File: config.mk
export PLATFORM = sky130hd
export DESIGN_NAME = clk_div_ratio_detector_flat
export DESIGN_NICKNAME = d
export VERILOG_FILES = /design/src/rtl/clk_div_pkg.sv /design/src/rtl/clk_div_ratio_detector_if.sv /design/src/rtl/clk_div_edge_det.sv /design/src/rtl/clk_div_ratio_detector.sv /design/src/flat_wrapper.sv
export SDC_FILE = /design/constraint.sdc
export NUM_CORES = 1
export LEC_CHECK = 0
export CAP_MARGIN = 20
export CORE_UTILIZATION = 45
export DETAILED_ROUTE_END_ITERATION = 12
export GPL_ROUTABILITY_DRIVEN = 0
export HOLD_SLACK_MARGIN = 0.05
export PLACE_DENSITY = 0.69
export SLEW_MARGIN = 5
export SYNTH_ARGS = -nofsm -noshare
export SYNTH_HDL_FRONTEND = slang
export SYNTH_SLANG_ARGS = --single-unit
export TNS_END_PERCENT = 1
File: constraint.sdc
create_clock -name clk -period 5.2 [get_ports clk]
set_clock_uncertainty 0.15 [all_clocks]
set_input_delay 1.04 -clock clk [delete_from_list [all_inputs] [get_ports clk]]
set_output_delay 1.04 -clock clk [all_outputs]
set_load 0.01 [all_outputs]
File: src/rtl/clk_div_pkg.sv
// Shared types and constants for the divided-clock ratio detector.
package clk_div_pkg;

    localparam int CNT_W_DEF = 8;
    localparam int LOCK_W    = 4;

    typedef enum logic [1:0] {
        IDLE   = 2'd0,
        MEAS   = 2'd1,
        LOCKED = 2'd2
    } state_e;

endpackage

File: src/rtl/clk_div_ratio_detector_if.sv
// Divided clock under test plus the measurement results reported back.
interface clk_div_ratio_detector_if
    import clk_div_pkg::*;
#(
    parameter int CNT_W = CNT_W_DEF
);

    logic             div_in;
    logic [CNT_W-1:0] period_out;
    logic [CNT_W-1:0] high_out;
    logic             period_valid;
    logic             duty_err;
    logic             locked;
    logic             timeout;

    modport master (
        output div_in,
        input  period_out, high_out, period_valid, duty_err, locked, timeout
    );

    modport slave (
        input  div_in,
        output period_out, high_out, period_valid, duty_err, locked, timeout
    );

endinterface

File: src/rtl/clk_div_edge_det.sv
// Registers a same-domain signal and flags its rising and falling edges.
module clk_div_edge_det
    import clk_div_pkg::*;
(
    input  logic clk,
    input  logic resetn,
    input  logic d,
    output logic q,
    output logic rise,
    output logic fall
);

    // Previous-cycle copy of d; a high d right after reset reads as a rise.
    always_ff @(posedge clk or negedge resetn) begin
        if (!resetn) begin
            q <= 1'b0;
        end else begin
            q <= d;
        end
    end

    assign rise = d & ~q;
    assign fall = ~d & q;

endmodule

File: src/rtl/clk_div_ratio_detector.sv
// Measures period, high time, duty balance and lock of a clk-synchronous divided clock.
module clk_div_ratio_detector
    import clk_div_pkg::*;
#(
    parameter int CNT_W      = CNT_W_DEF,
    parameter int LOCK_COUNT = 3
) (
    input  logic                     clk,
    input  logic                     resetn,
    clk_div_ratio_detector_if.slave  bus
);

    localparam int                 MATCH_W   = LOCK_W + 1;
    localparam logic [CNT_W-1:0]   CNT_MAX   = {CNT_W{1'b1}};
    localparam logic [CNT_W-1:0]   CNT_ONE   = CNT_W'(1'b1);
    localparam logic [CNT_W-1:0]   CNT_ZERO  = {CNT_W{1'b0}};
    localparam logic [MATCH_W-1:0] MATCH_MAX = {MATCH_W{1'b1}};
    localparam logic [MATCH_W-1:0] MATCH_ONE = MATCH_W'(1'b1);
    localparam logic [MATCH_W-1:0] LOCK_TGT  = MATCH_W'(LOCK_COUNT + 1);

    state_e               state_r, state_nxt_s;
    logic                 div_q_s, rise_s, unused_fall_s;
    logic [CNT_W-1:0]     per_cnt_r, hi_cnt_r, ref_per_r;
    logic [MATCH_W-1:0]   match_cnt_r, match_nxt_s;
    logic [CNT_W-1:0]     period_out_r, high_out_r;
    logic                 period_valid_r, duty_err_r, locked_r, timeout_r;
    logic                 active_s, sat_s, meas_s, same_s, lock_hit_s, duty_s;
    logic [CNT_W:0]       hi_x2_s;

    clk_div_edge_det u_edge (
        .clk    (clk),
        .resetn (resetn),
        .d      (bus.div_in),
        .q      (div_q_s),
        .rise   (rise_s),
        .fall   (unused_fall_s)
    );

    // State register.
    always_ff @(posedge clk or negedge resetn) begin
        if (!resetn) begin
            state_r <= IDLE;
        end else begin
            state_r <= state_nxt_s;
        end
    end

    // Measurement qualifiers, lock run length and next state.
    always_comb begin
        active_s    = (state_r != IDLE);
        sat_s       = active_s && (per_cnt_r == CNT_MAX);
        meas_s      = active_s && rise_s && !sat_s;
        same_s      = (per_cnt_r == ref_per_r);
        hi_x2_s     = {hi_cnt_r, 1'b0};
        duty_s      = (hi_x2_s != {1'b0, per_cnt_r});
        if (!same_s) begin
            match_nxt_s = MATCH_ONE;
        end else if (match_cnt_r == MATCH_MAX) begin
            match_nxt_s = match_cnt_r;
        end else begin
            match_nxt_s = match_cnt_r + MATCH_ONE;
        end
        // The reference period itself counts as one of the identical periods.
        lock_hit_s  = (match_nxt_s >= LOCK_TGT);
        state_nxt_s = state_r;
        case (state_r)
            IDLE: begin
                if (rise_s) state_nxt_s = MEAS;
                else        state_nxt_s = IDLE;
            end
            MEAS: begin
                if (sat_s)                     state_nxt_s = IDLE;
                else if (meas_s && lock_hit_s) state_nxt_s = LOCKED;
                else                           state_nxt_s = MEAS;
            end
            LOCKED: begin
                if (sat_s)                 state_nxt_s = IDLE;
                else if (meas_s && !same_s) state_nxt_s = MEAS;
                else                       state_nxt_s = LOCKED;
            end
            default: state_nxt_s = IDLE;
        endcase
    end

    // Period and high-time counters, restarted on every rise.
    always_ff @(posedge clk or negedge resetn) begin
        if (!resetn) begin
            per_cnt_r <= CNT_ZERO;
            hi_cnt_r  <= CNT_ZERO;
        end else if (rise_s) begin
            per_cnt_r <= CNT_ONE;
            hi_cnt_r  <= CNT_ONE;
        end else begin
            if (per_cnt_r != CNT_MAX) per_cnt_r <= per_cnt_r + CNT_ONE;
            if (bus.div_in && (hi_cnt_r != CNT_MAX)) hi_cnt_r <= hi_cnt_r + CNT_ONE;
        end
    end

    // Result registers, lock reference and sticky timeout.
    always_ff @(posedge clk or negedge resetn) begin
        if (!resetn) begin
            period_out_r   <= CNT_ZERO;
            high_out_r     <= CNT_ZERO;
            period_valid_r <= 1'b0;
            duty_err_r     <= 1'b0;
            locked_r       <= 1'b0;
            timeout_r      <= 1'b0;
            ref_per_r      <= CNT_ZERO;
            match_cnt_r    <= {MATCH_W{1'b0}};
        end else begin
            period_valid_r <= meas_s;
            locked_r       <= (state_nxt_s == LOCKED);
            if (meas_s) begin
                period_out_r <= per_cnt_r;
                high_out_r   <= hi_cnt_r;
                duty_err_r   <= duty_s;
                ref_per_r    <= per_cnt_r;
                match_cnt_r  <= match_nxt_s;
            end else if ((state_r == IDLE) && rise_s) begin
                // A fresh start must not compare against a pre-timeout period.
                ref_per_r    <= CNT_ZERO;
                match_cnt_r  <= {MATCH_W{1'b0}};
            end
            if (sat_s)       timeout_r <= 1'b1;
            else if (meas_s) timeout_r <= 1'b0;
        end
    end

    assign bus.period_out   = period_out_r;
    assign bus.high_out     = high_out_r;
    assign bus.period_valid = period_valid_r;
    assign bus.duty_err     = duty_err_r;
    assign bus.locked       = locked_r;
    assign bus.timeout      = timeout_r;

endmodule
File: src/flat_wrapper.sv
// flat-port wrapper written by rule: the top's interface ports become plain ports
module clk_div_ratio_detector_flat import clk_div_pkg::*;
#(
    parameter int CNT_W      = CNT_W_DEF,
    parameter int LOCK_COUNT = 3
)
  (clk, resetn, bus_div_in, bus_period_out, bus_high_out, bus_period_valid, bus_duty_err, bus_locked, bus_timeout);
  clk_div_ratio_detector_if #(.CNT_W(CNT_W)) bus_i ();
  input  logic clk;
  input  logic resetn;
  input wire logic [$bits(bus_i.div_in)-1:0] bus_div_in;
  output wire logic [$bits(bus_i.period_out)-1:0] bus_period_out;
  output wire logic [$bits(bus_i.high_out)-1:0] bus_high_out;
  output wire logic [$bits(bus_i.period_valid)-1:0] bus_period_valid;
  output wire logic [$bits(bus_i.duty_err)-1:0] bus_duty_err;
  output wire logic [$bits(bus_i.locked)-1:0] bus_locked;
  output wire logic [$bits(bus_i.timeout)-1:0] bus_timeout;
  assign bus_i.div_in = bus_div_in;
  assign bus_period_out = bus_i.period_out;
  assign bus_high_out = bus_i.high_out;
  assign bus_period_valid = bus_i.period_valid;
  assign bus_duty_err = bus_i.duty_err;
  assign bus_locked = bus_i.locked;
  assign bus_timeout = bus_i.timeout;
  clk_div_ratio_detector #(.CNT_W(CNT_W), .LOCK_COUNT(LOCK_COUNT)) u_core (.clk(clk), .resetn(resetn), .bus(bus_i));
endmodule
==> impl_metrics.csv <==
group,metric,value,unit
worst_hold_path,min_path_cells,2,
timing,fin_tns_setup,0,ps
clock_network,cts_buffers,5,
power,cellPowerDensity,377.7,nW/um^2
drt,dr.pass1.iters,4,
final_layout,finalNonFillerCells,353,
worst_setup_path,critical_path.cell_chain,"clkdlybuf4s50_1 > and2b_1 > buf_4 > o211ai_4 > inv_4 > nand2_1 > o21ai_0",
timing,min_period,2812,ps
clock_network,clock_sinks,52,
global_route,grt_pass1_vias,1793,
worst_hold_path,hold_class,"flip-flop to flip-flop",
logic_synthesis,yosys_warnings,0,
clock_network,cts_root_buf,"clkbuf_8",
logic_synthesis,yosys.area.top_type,"dfrtp_1",
global_route,grt.met2_usage,0.2788,
logic_synthesis,syn_nets,269,
logic_synthesis,syn-mean-instance-area,9.819,sq um
power,p_switching,0.0003494,W
logic_synthesis,mappedNetlistArea,2582,sq um
logic_synthesis,synth.area.top_cells,"dfrtp_1 (50%), nand2_1 (9.7%), xor2_1 (4.1%)",
worst_setup_path,startpoint_type,"input port",
floorplan,die_h,77.76,um
clock_network,clkTransAtPathRegs,100,ps
placed_design,postPlaceCellArea,2766,sq um
worst_hold_path,min_to,"u_core.bus.high_out[5]",
global_route,grt.busiest_layer,"met2",
worst_setup_path,crit_type,"input port to flip-flop",
drt,drtAntennaViolNets,0,
worst_setup_path,endpoint_kind,"flip-flop",
worst_setup_path,r2r_end,"u_core.ref_per_r[2]",
worst_setup_path,regToRegSetupSlack,2840,ps
logic_synthesis,async_flop_share,1.000,
logic_synthesis,synth.distinct_cells,42,
timing,relSlewSlack,0.5711,
timing,slew_violations,0,
logic_synthesis,ys.flop_type,"dfrtp_1",
floorplan,dieArea,6046,sq um
global_route,use_met3,0.03765,
global_route,globalRoute.totalOverflow,0,
floorplan,die_w,77.76,um
final_layout,num-fill-cells,499,
worst_setup_path,ff2ff_path_depth,5,
power,p_int,0.0007374,W
timing,rsz0062_at_grt,"false",
logic_synthesis,synth-edff-count,0,
worst_setup_path,path_max_fanout,28,
clock_network,cts_tree,"yes",
global_route,use_met1,0.2659,
timing,hold_viol,0,
drt,remaining_drc_errors,0,
drt,drt-total-wl,4995,um
placed_design,place_inst,345,
floorplan,core-area,5507,sq um
worst_setup_path,cp_slowest_cell,"clkdlybuf4s50_1",
power,pwr-share-seq,0.499,
clock_network,post_cts_buffers,0,
placed_design,port_buffers,22,
floorplan,rows,27,
timing,clock.fmax,355.6,MHz
power,netSwitchingFraction,0.3215,
final_layout,n_antenna_cell,0,
placed_design,dp_hpwl,3409,um
floorplan,start_util,0.4690,
clock_network,max-clock-path-buffers,2,
floorplan,ioPinCount,23,
placed_design,place_ws,2052,ps
logic_synthesis,synth_seq_cells,52,
final_layout,layout_common_cells,"nand2_1 (67), dfrtp_1 (52), clkdlybuf4s50_1 (21)",
global_route,antenna_found_initial,0,
drt,route.vias.total,1866,
power,ir_drop,195.1,uV
timing,worst_slew_pin_slew,643.3,ps
timing,setup_viol,0,
power,clockPowerShare,0.259,
worst_setup_path,r2r_start,"u_core.per_cnt_r[1]",
drt,vias_per_cell,5.286,
logic_synthesis,netlist.area_leader.share,0.5039,
logic_synthesis,yosysSeqAreaShare,0.5039,
clock_network,hold_buffers,0,
final_layout,stdcell_area,2878,sq um
final_layout,drive_above_1_share,0.07829,
clock_network,cts_resized,0,
logic_synthesis,postSynthCellCount,263,
global_route,grtUsageTotal,0.1870,
final_layout,nets,286,
clock_network,ctsHtreeMaxLevel,2,
power,combPwrFrac,0.243,
final_layout,syn2layout_area_growth,11.43,%
timing,setup_slack,2388,ps
timing,fin_crit_sh,0.5408,
final_layout,final_common_cell,"nand2_1",
power,p_leak,1.382,nW
global_route,grt_first_pass_wirelength,8687,um
worst_setup_path,slowest_delay,600,ps
worst_setup_path,arrival,2890,ps
clock_network,insertion_delay,310,ps
global_route,grt_start_max_net_pins,53,
timing,whs,331.1,ps
run,cap_viol_max_count,0,
drt,wl_per_cell,14.15,um
worst_hold_path,hp-start,"u_core.bus.high_out[5]",
drt,first_iter_violations,97,
status,status,"finished clean",
worst_setup_path,worstPathRequired,5280,ps
critical path, delay by kind of cell:
kind	cells	cell delay, ps
compound gates	2	420
simple gates	2	280
buf+inv	3	1130
cells by family (layout without fill, tap and decap cells):
group | count (synthesis) | count (layout) | synth area share
xor+xnor | 23 | 23 | 0.07800
flops | 52 | 52 | 0.5039
simple gates | 117 | 117 | 0.2132
compound gates | 46 | 46 | 0.1202
fa+ha+maj | 3 | 3 | 0.01454
buf+inv | 20 | 38 | 0.06250
mux | 2 | 2 | 0.007752
area by class of cell:
cell class                      instances  area (sq um)  share of cell area
Clock buffer                            6         72.57             0.02522
Clock inverter                          2         38.79             0.01348
Inverter                                6         25.02            0.008696
Multi-Input combinational cell        191          1120              0.3891
Sequential cell                        52          1301              0.4522
Tap cell                               72         90.09             0.03130
Timing Repair Buffer                   24         230.2             0.08000
flip-flops by register name (all words and copies together), names as in the netlist, 2 cells and up:
signal / count
u_core.state_r: 2
u_core.bus.period_out: 8
u_core.ref_per_r: 8
u_core.bus.high_out: 8
u_core.per_cnt_r: 8
u_core.hi_cnt_r: 8
u_core.match_cnt_r: 5
power groups by stage:
stage	clock network (W)	registers, W	logic, W
after floorplan	0	0.000526	0.000200
after global placement	0	0.000548	0.000260
after detailed placement	0	0.000549	0.000267
after CTS	0.000287	0.000542	0.000267
after global routing	0.000304	0.000552	0.000298
final	0.000281	0.000542	0.000264
routing by layer:
| layer | share of wire | up-vias |
|---|---|---|
| met5 | 0 | - |
| met4 | 0.018 | 0 |
| met3 | 0.034 | 9 |
| met2 | 0.45 | 37 |
| met1 | 0.50 | 903 |
| li1 | - | 917 |
how the worst max path moves through the flow:
stage,startpoint,endpoint,depth (start not counted),slack [ps]
2_1_floorplan,bus_div_in,u_core.match_cnt_r[4],7,3080
3_3_place_gp,bus_div_in,u_core.match_cnt_r[2],7,2100
3_5_place_dp,bus_div_in,u_core.match_cnt_r[3],7,2050
4_1_cts,bus_div_in,u_core.match_cnt_r[3],7,2370
5_1_grt,bus_div_in,u_core.match_cnt_r[3],7,2230
6_report,bus_div_in,u_core.match_cnt_r[3],7,2390
metrics by stage:
step	total power, W	utilization
6_report	0.001087	0.5226
5_1_grt	0.001154	0.5226
4_1_cts	0.001096	0.5226
3_5_place_dp	0.0008163	0.5024
3_3_place_gp	0.0008081	0.5024
2_1_floorplan	0.0007259	-
cells in the mapped netlist, types with 2 or more instances:
library cell	number
a21oi_1	10
a22o_1	6
a31oi_1	5
and2b_1	2
and3_1	3
buf_2	3
buf_6	8
clkbuf_8	2
dfrtp_1	52
ha_1	3
inv_1	5
mux2i_1	2
nand2_1	67
nand3_1	6
nand4_1	6
nor2_1	19
nor4_1	3
o21ai_0	16
xnor2_1	11
xor2_1	12
(Power assumes the default switching activity.)
